File: config.mk
export PLATFORM = sky130hd
export DESIGN_NAME = multicore_sched
export DESIGN_NICKNAME = d
export VERILOG_FILES = /design/src/rtl/multicore_sched.sv
export SDC_FILE = /design/constraint.sdc
export NUM_CORES = 2
export LEC_CHECK = 0
export ABC_AREA = 1
export CELL_PAD_IN_SITES_DETAIL_PLACEMENT = 1
export CELL_PAD_IN_SITES_GLOBAL_PLACEMENT = 1
export CORE_MARGIN = 2
export CORE_UTILIZATION = 41
export CTS_CLUSTER_DIAMETER = 80
export DETAILED_ROUTE_END_ITERATION = 8
export PLACE_DENSITY_LB_ADDON = 0.1
export SYNTH_ARGS = -nofsm -noshare
export SYNTH_HDL_FRONTEND = slang
export SYNTH_SLANG_ARGS = --single-unit
File: constraint.sdc
create_clock -name clk -period 14.16 [get_ports clk]
set_input_delay 2.832 -clock clk [delete_from_list [all_inputs] [get_ports clk]]
set_output_delay 2.832 -clock clk [all_outputs]
set_load 0.01 [all_outputs]
File: src/rtl/multicore_sched.sv
`default_nettype none
// ============================================================================
// multicore_sched : staggered core reset release + round-robin result arbiter
// Revision 1.0
// ============================================================================
module multicore_sched #(
  parameter int N_CORES = 21,
  parameter int DW      = 31,
  parameter int STAGGER = 25,
  parameter int IDW     = 5
) (
  input  logic                  clk,
  input  logic                  rst,
  output logic [N_CORES-1:0]    core_rst,
  input  logic [N_CORES-1:0]    core_valid,
  input  logic [N_CORES*DW-1:0] core_data,
  output logic                  out_valid,
  input  logic                  out_ready,
  output logic [DW-1:0]         out_data,
  output logic [IDW-1:0]        out_core_id,
  output logic                  all_started,
  output logic [N_CORES-1:0]    overflow
);

  localparam int CW = (STAGGER > 1) ? $clog2(STAGGER) : 1;

  typedef enum logic [1:0] {
    S_HOLD    = 2'd0,
    S_RELEASE = 2'd1,
    S_DONE    = 2'd2
  } state_e;

  state_e           state_q, state_d;
  logic [IDW-1:0]   k_q, k_d;
  logic [CW-1:0]    cnt_q, cnt_d;
  logic             rel;
  logic [IDW-1:0]   rel_idx;

  always_ff @(posedge clk) begin
    if (!rst) begin
      state_q <= S_HOLD;
      k_q     <= '0;
      cnt_q   <= '0;
    end else begin
      state_q <= state_d;
      k_q     <= k_d;
      cnt_q   <= cnt_d;
    end
  end

  // k_q is the most recently released core; a release happens on the edge
  // that leaves HOLD and on every STAGGER-th edge after that.
  always_comb begin
    state_d = state_q;
    k_d     = k_q;
    cnt_d   = cnt_q;
    rel     = 1'b0;
    rel_idx = '0;
    case (state_q)
      S_HOLD: begin
        rel     = 1'b1;
        rel_idx = '0;
      end
      S_RELEASE: begin
        if (cnt_q == CW'(STAGGER - 1)) begin
          rel     = 1'b1;
          rel_idx = k_q + IDW'(1);
        end else begin
          cnt_d = cnt_q + CW'(1);
        end
      end
      default: ;
    endcase
    if (rel) begin
      k_d     = rel_idx;
      cnt_d   = '0;
      state_d = (rel_idx == IDW'(N_CORES - 1)) ? S_DONE : S_RELEASE;
    end
  end

  for (genvar j = 0; j < N_CORES; j++) begin : g_rst
    assign core_rst[j] = (state_q == S_HOLD) ||
                         ((state_q == S_RELEASE) && (k_q < IDW'(j)));
  end

  assign all_started = (state_q == S_DONE);

  logic [N_CORES-1:0] pend_q;
  logic [N_CORES-1:0] ovf_q;
  logic [DW-1:0]      slot_q [N_CORES];
  logic               out_valid_q;
  logic [DW-1:0]      out_data_q;
  logic [IDW-1:0]     out_id_q;
  logic [IDW-1:0]     last_grant_q;

  logic               free;
  logic               found;
  logic [IDW-1:0]     gnt_idx;
  logic [N_CORES-1:0] drain;
  logic [N_CORES-1:0] cap;

  assign free = !out_valid_q || out_ready;
  assign cap  = core_valid & ~core_rst;

  // Rotating search starting just after the last granted core.
  always_comb begin
    found   = 1'b0;
    gnt_idx = '0;
    for (int i = 0; i < N_CORES; i++) begin
      int idx;
      idx = int'(last_grant_q) + 1 + i;
      if (idx >= N_CORES) idx = idx - N_CORES;
      if (!found && pend_q[idx]) begin
        found   = 1'b1;
        gnt_idx = IDW'(idx);
      end
    end
  end

  assign drain = (free && found) ? (N_CORES'(1) << gnt_idx) : '0;

  always_ff @(posedge clk) begin
    if (!rst) begin
      pend_q       <= '0;
      ovf_q        <= '0;
      out_valid_q  <= 1'b0;
      out_data_q   <= '0;
      out_id_q     <= '0;
      last_grant_q <= IDW'(N_CORES - 1);
      for (int k = 0; k < N_CORES; k++) slot_q[k] <= '0;
    end else begin
      for (int k = 0; k < N_CORES; k++) begin
        if (cap[k]) begin
          // A pulse landing on the drain edge refills the slot instead of overflowing.
          if (!pend_q[k] || drain[k]) slot_q[k] <= core_data[k*DW +: DW];
          else                        ovf_q[k]  <= 1'b1;
          pend_q[k] <= 1'b1;
        end else if (drain[k]) begin
          pend_q[k] <= 1'b0;
        end
      end
      if (free) begin
        out_valid_q <= found;
        if (found) begin
          out_data_q   <= slot_q[gnt_idx];
          out_id_q     <= gnt_idx;
          last_grant_q <= gnt_idx;
        end
      end
    end
  end

  assign out_valid   = out_valid_q;
  assign out_data    = out_data_q;
  assign out_core_id = out_id_q;
  assign overflow    = ovf_q;

endmodule
`default_nettype wire

==> results.json <==
{
  "h-tree-depth": 3,
  "syn_area_per_cell_um2": 7.421,
  "cts_num_sinks": 744,
  "root_buffer": "clkbuf_16",
  "viasPerCell": 5.598,
  "relSlewSlack_pct": 14.02,
  "finalCritPeriodShare_pct": 73.39,
  "ant_nets": 0,
  "crit_fanout": 188,
  "die_w_um": 335.1,
  "synth_top_area_share_pct": 43.49,
  "setup_viol": 0,
  "start_util_pct": 41.29,
  "grt_pass1_wl_um": 313000,
  "drive_gt1_share_pct": 5.063,
  "die_h_um": 335.1,
  "cp_slowest_stage_delay_ns": 0.94,
  "syn_nets": 6747,
  "wire_per_inst_um": 27.24,
  "nets": 7318,
  "use_met3_pct": 7.825,
  "cts_setup_buffers": 0,
  "antenna_found_initial": 17,
  "die-area_mm2": 0.1123,
  "cp_slowest_cell": "ha_1",
  "cp_data_required_time_ns": 14.64,
  "worst_pin_slew_ns": 1.288,
  "yosys-top-cells-area": "edfxtp_1 (43%), nand2_1 (15%), inv_1 (7.6%)",
  "fmax_mhz": 96.23,
  "coreArea_mm2": 0.1089,
  "maxCapViolations": 0,
  "grt_pass1_vias": 45173,
  "worst_setup_path_end_kind": "register",
  "cp_common_cell": "nand2_1",
  "cts_tree": "yes",
  "grt_use_met2_pct": 60.14,
  "min_period_ns": 10.39,
  "start_kind": "register",
  "grt_use_met1_pct": 50.56,
  "synth-seq-area-share_pct": 47.64,
  "grt_max_degree": 189,
  "clk-insertion-delay-late_ns": 0.69,
  "synthCells": 6057,
  "drt_wl_total_um": 221200,
  "flow.area_growth_from_synthesis_pct": 23.59,
  "routabilityCongestion": 0.9986,
  "grt_usage_pct": 38.46,
  "vias": 45469,
  "top_usage_layer": "met2",
  "clkTransAtPathRegs_ns": 0.06,
  "cts-resized-gates": 0,
  "outcome": "complete, no violations",
  "ys_ff_latch": 744,
  "crit_arrival_ns": 10.87,
  "drv_slew": 0,
  "drc": 0,
  "rows": 121,
  "ioPinCount": 755,
  "cts_buffers": 86,
  "grt-ovfl-total": 0,
  "critical_path_class": "reg2reg",
  "yosysUniqueCellTypes": 60,
  "dr.pass1.iters": 5,
  "synthesis.area_mm2": 0.04495,
  "rsz0062_at_grt": "false",
  "fin_setup_tns_ns": 0,
  "synth_top_area_cell": "edfxtp_1",
  "hold_path.class": "reg2reg",
  "dp_hpwl_um": 163200,
  "hold_viol": 0,
  "ctsLongestPathBuffers": 3,
  "holdWs_ns": 0.4629,
  "port_buffers": 754,
  "yosysWarnings": 0,
  "initialDrtViolationCount": 5286,
  "finClkSkew_ns": 0.04427,
  "fillers": 13480,
  "holdBufCountCts": 0
}
synth_stat cells (all sizes together):
master / instances
a211oi: 4
a21boi: 31
a21o: 1
a21oi: 157
a221oi: 1
a22o: 1
a31oi: 10
buf: 260
clkbuf: 67
clkinv: 2
dfxtp: 93
dlygate4sd1: 1
edfxtp: 651
ha: 15
inv: 939
nand2: 1894
nand3: 670
nand3b: 6
nand4: 20
nor2: 799
nor3: 14
nor3b: 1
nor4: 2
o2111ai: 1
o211ai: 74
o21a: 12
o21ai: 277
o21bai: 1
o221ai: 4
o22ai: 16
o311ai: 5
o31ai: 3
o32ai: 1
or2: 3
xnor2: 4
xor2: 17
metal layers:
layer,up-vias,wire length (um)
met5,-,32
met4,6,12880
met3,451,21150
met2,2349,99060
met1,22341,88090
li1,20322,-
registers in the layout, summed over array words and instances (netlist names):
name	count
slot_q	651
pend_q	21
overflow	21
out_data	31
last_grant_q	2
cnt_q	5
out_valid	1
out_core_id	5
state_q	2
k_q	5
critical path, delay by kind of cell, from the launching register on:
kind / cells / cell delay [ns]
adders and majority gates: 1 / 0.94
AOI/OAI and AO/OA: 2 / 0.72
buffers and inverters: 3 / 1.45
DFF: 1 / 0.52
and+or+nand+nor: 35 / 6.41
cell families after synthesis:
family / synth area share (%)
xor gates and xnor gates: 0.4426
adders and majority gates: 0.4176
AOI/OAI and AO/OA: 7.778
and+or+nand+nor: 31.45
DFF: 47.64
buffers and inverters: 12.28
layout by cell type, fill, tap and decap left out, types with 29 or more instances in the layout:
cell,netlist,final
nand2_1,1854,1843
clkdlybuf4s50_1,0,753
o211ai_1,73,73
clkbuf_16,0,87
nor2_1,782,782
inv_2,29,29
o21ai_1,50,50
a21boi_1,30,30
nand3_2,25,31
nand3_1,644,638
inv_1,908,908
nand2_2,31,40
edfxtp_1,651,651
a21oi_1,156,156
buf_4,72,56
o21ai_0,207,204
dfxtp_1,93,93
cell type report:
| cell class | instances | area (um^2) | share of cell area [%] |
|---|---|---|---|
| flip-flops and latches | 744 | 21410 | 38.54 |
| multi-input cells | 4044 | 18160 | 32.69 |
| repair buffers | 811 | 7989 | 14.38 |
| inverters | 941 | 3537 | 6.368 |
| clock buffers | 115 | 2302 | 4.145 |
| well taps | 1414 | 1769 | 3.185 |
| clock inverters | 41 | 354.1 | 0.6374 |
| diodes | 12 | 30.03 | 0.05406 |
final timing paths:
check	from	endpoint	slack, ns	cells past startpoint
max reg2reg	out_core_id[1]$_SDFFE_PN0P_	slot_q[0][4]$_SDFFCE_PN0P_	3.77	41
min	overflow[2]$_SDFFE_PN0P_	overflow[2]$_SDFFE_PN0P_	0.46	2
min reg2reg	overflow[2]$_SDFFE_PN0P_	overflow[2]$_SDFFE_PN0P_	0.46	2
max	out_core_id[1]$_SDFFE_PN0P_	slot_q[0][4]$_SDFFCE_PN0P_	3.77	41
through the flow:
step	instance area, um^2	setup slack (ns)	util, %	cells
final	55550	3.768	51.03	8122
after global routing	55540	3.112	51.02	8117
after CTS	55520	3.951	51.00	8110
after detailed placement	52860	3.935	48.56	7954
after global placement	52860	4.207	48.56	7954
after floorplan	44950	6.243	-	6057
Power is not shown: default switching activity piles up to over one toggle a cycle in this logic, so the estimate is an artifact.
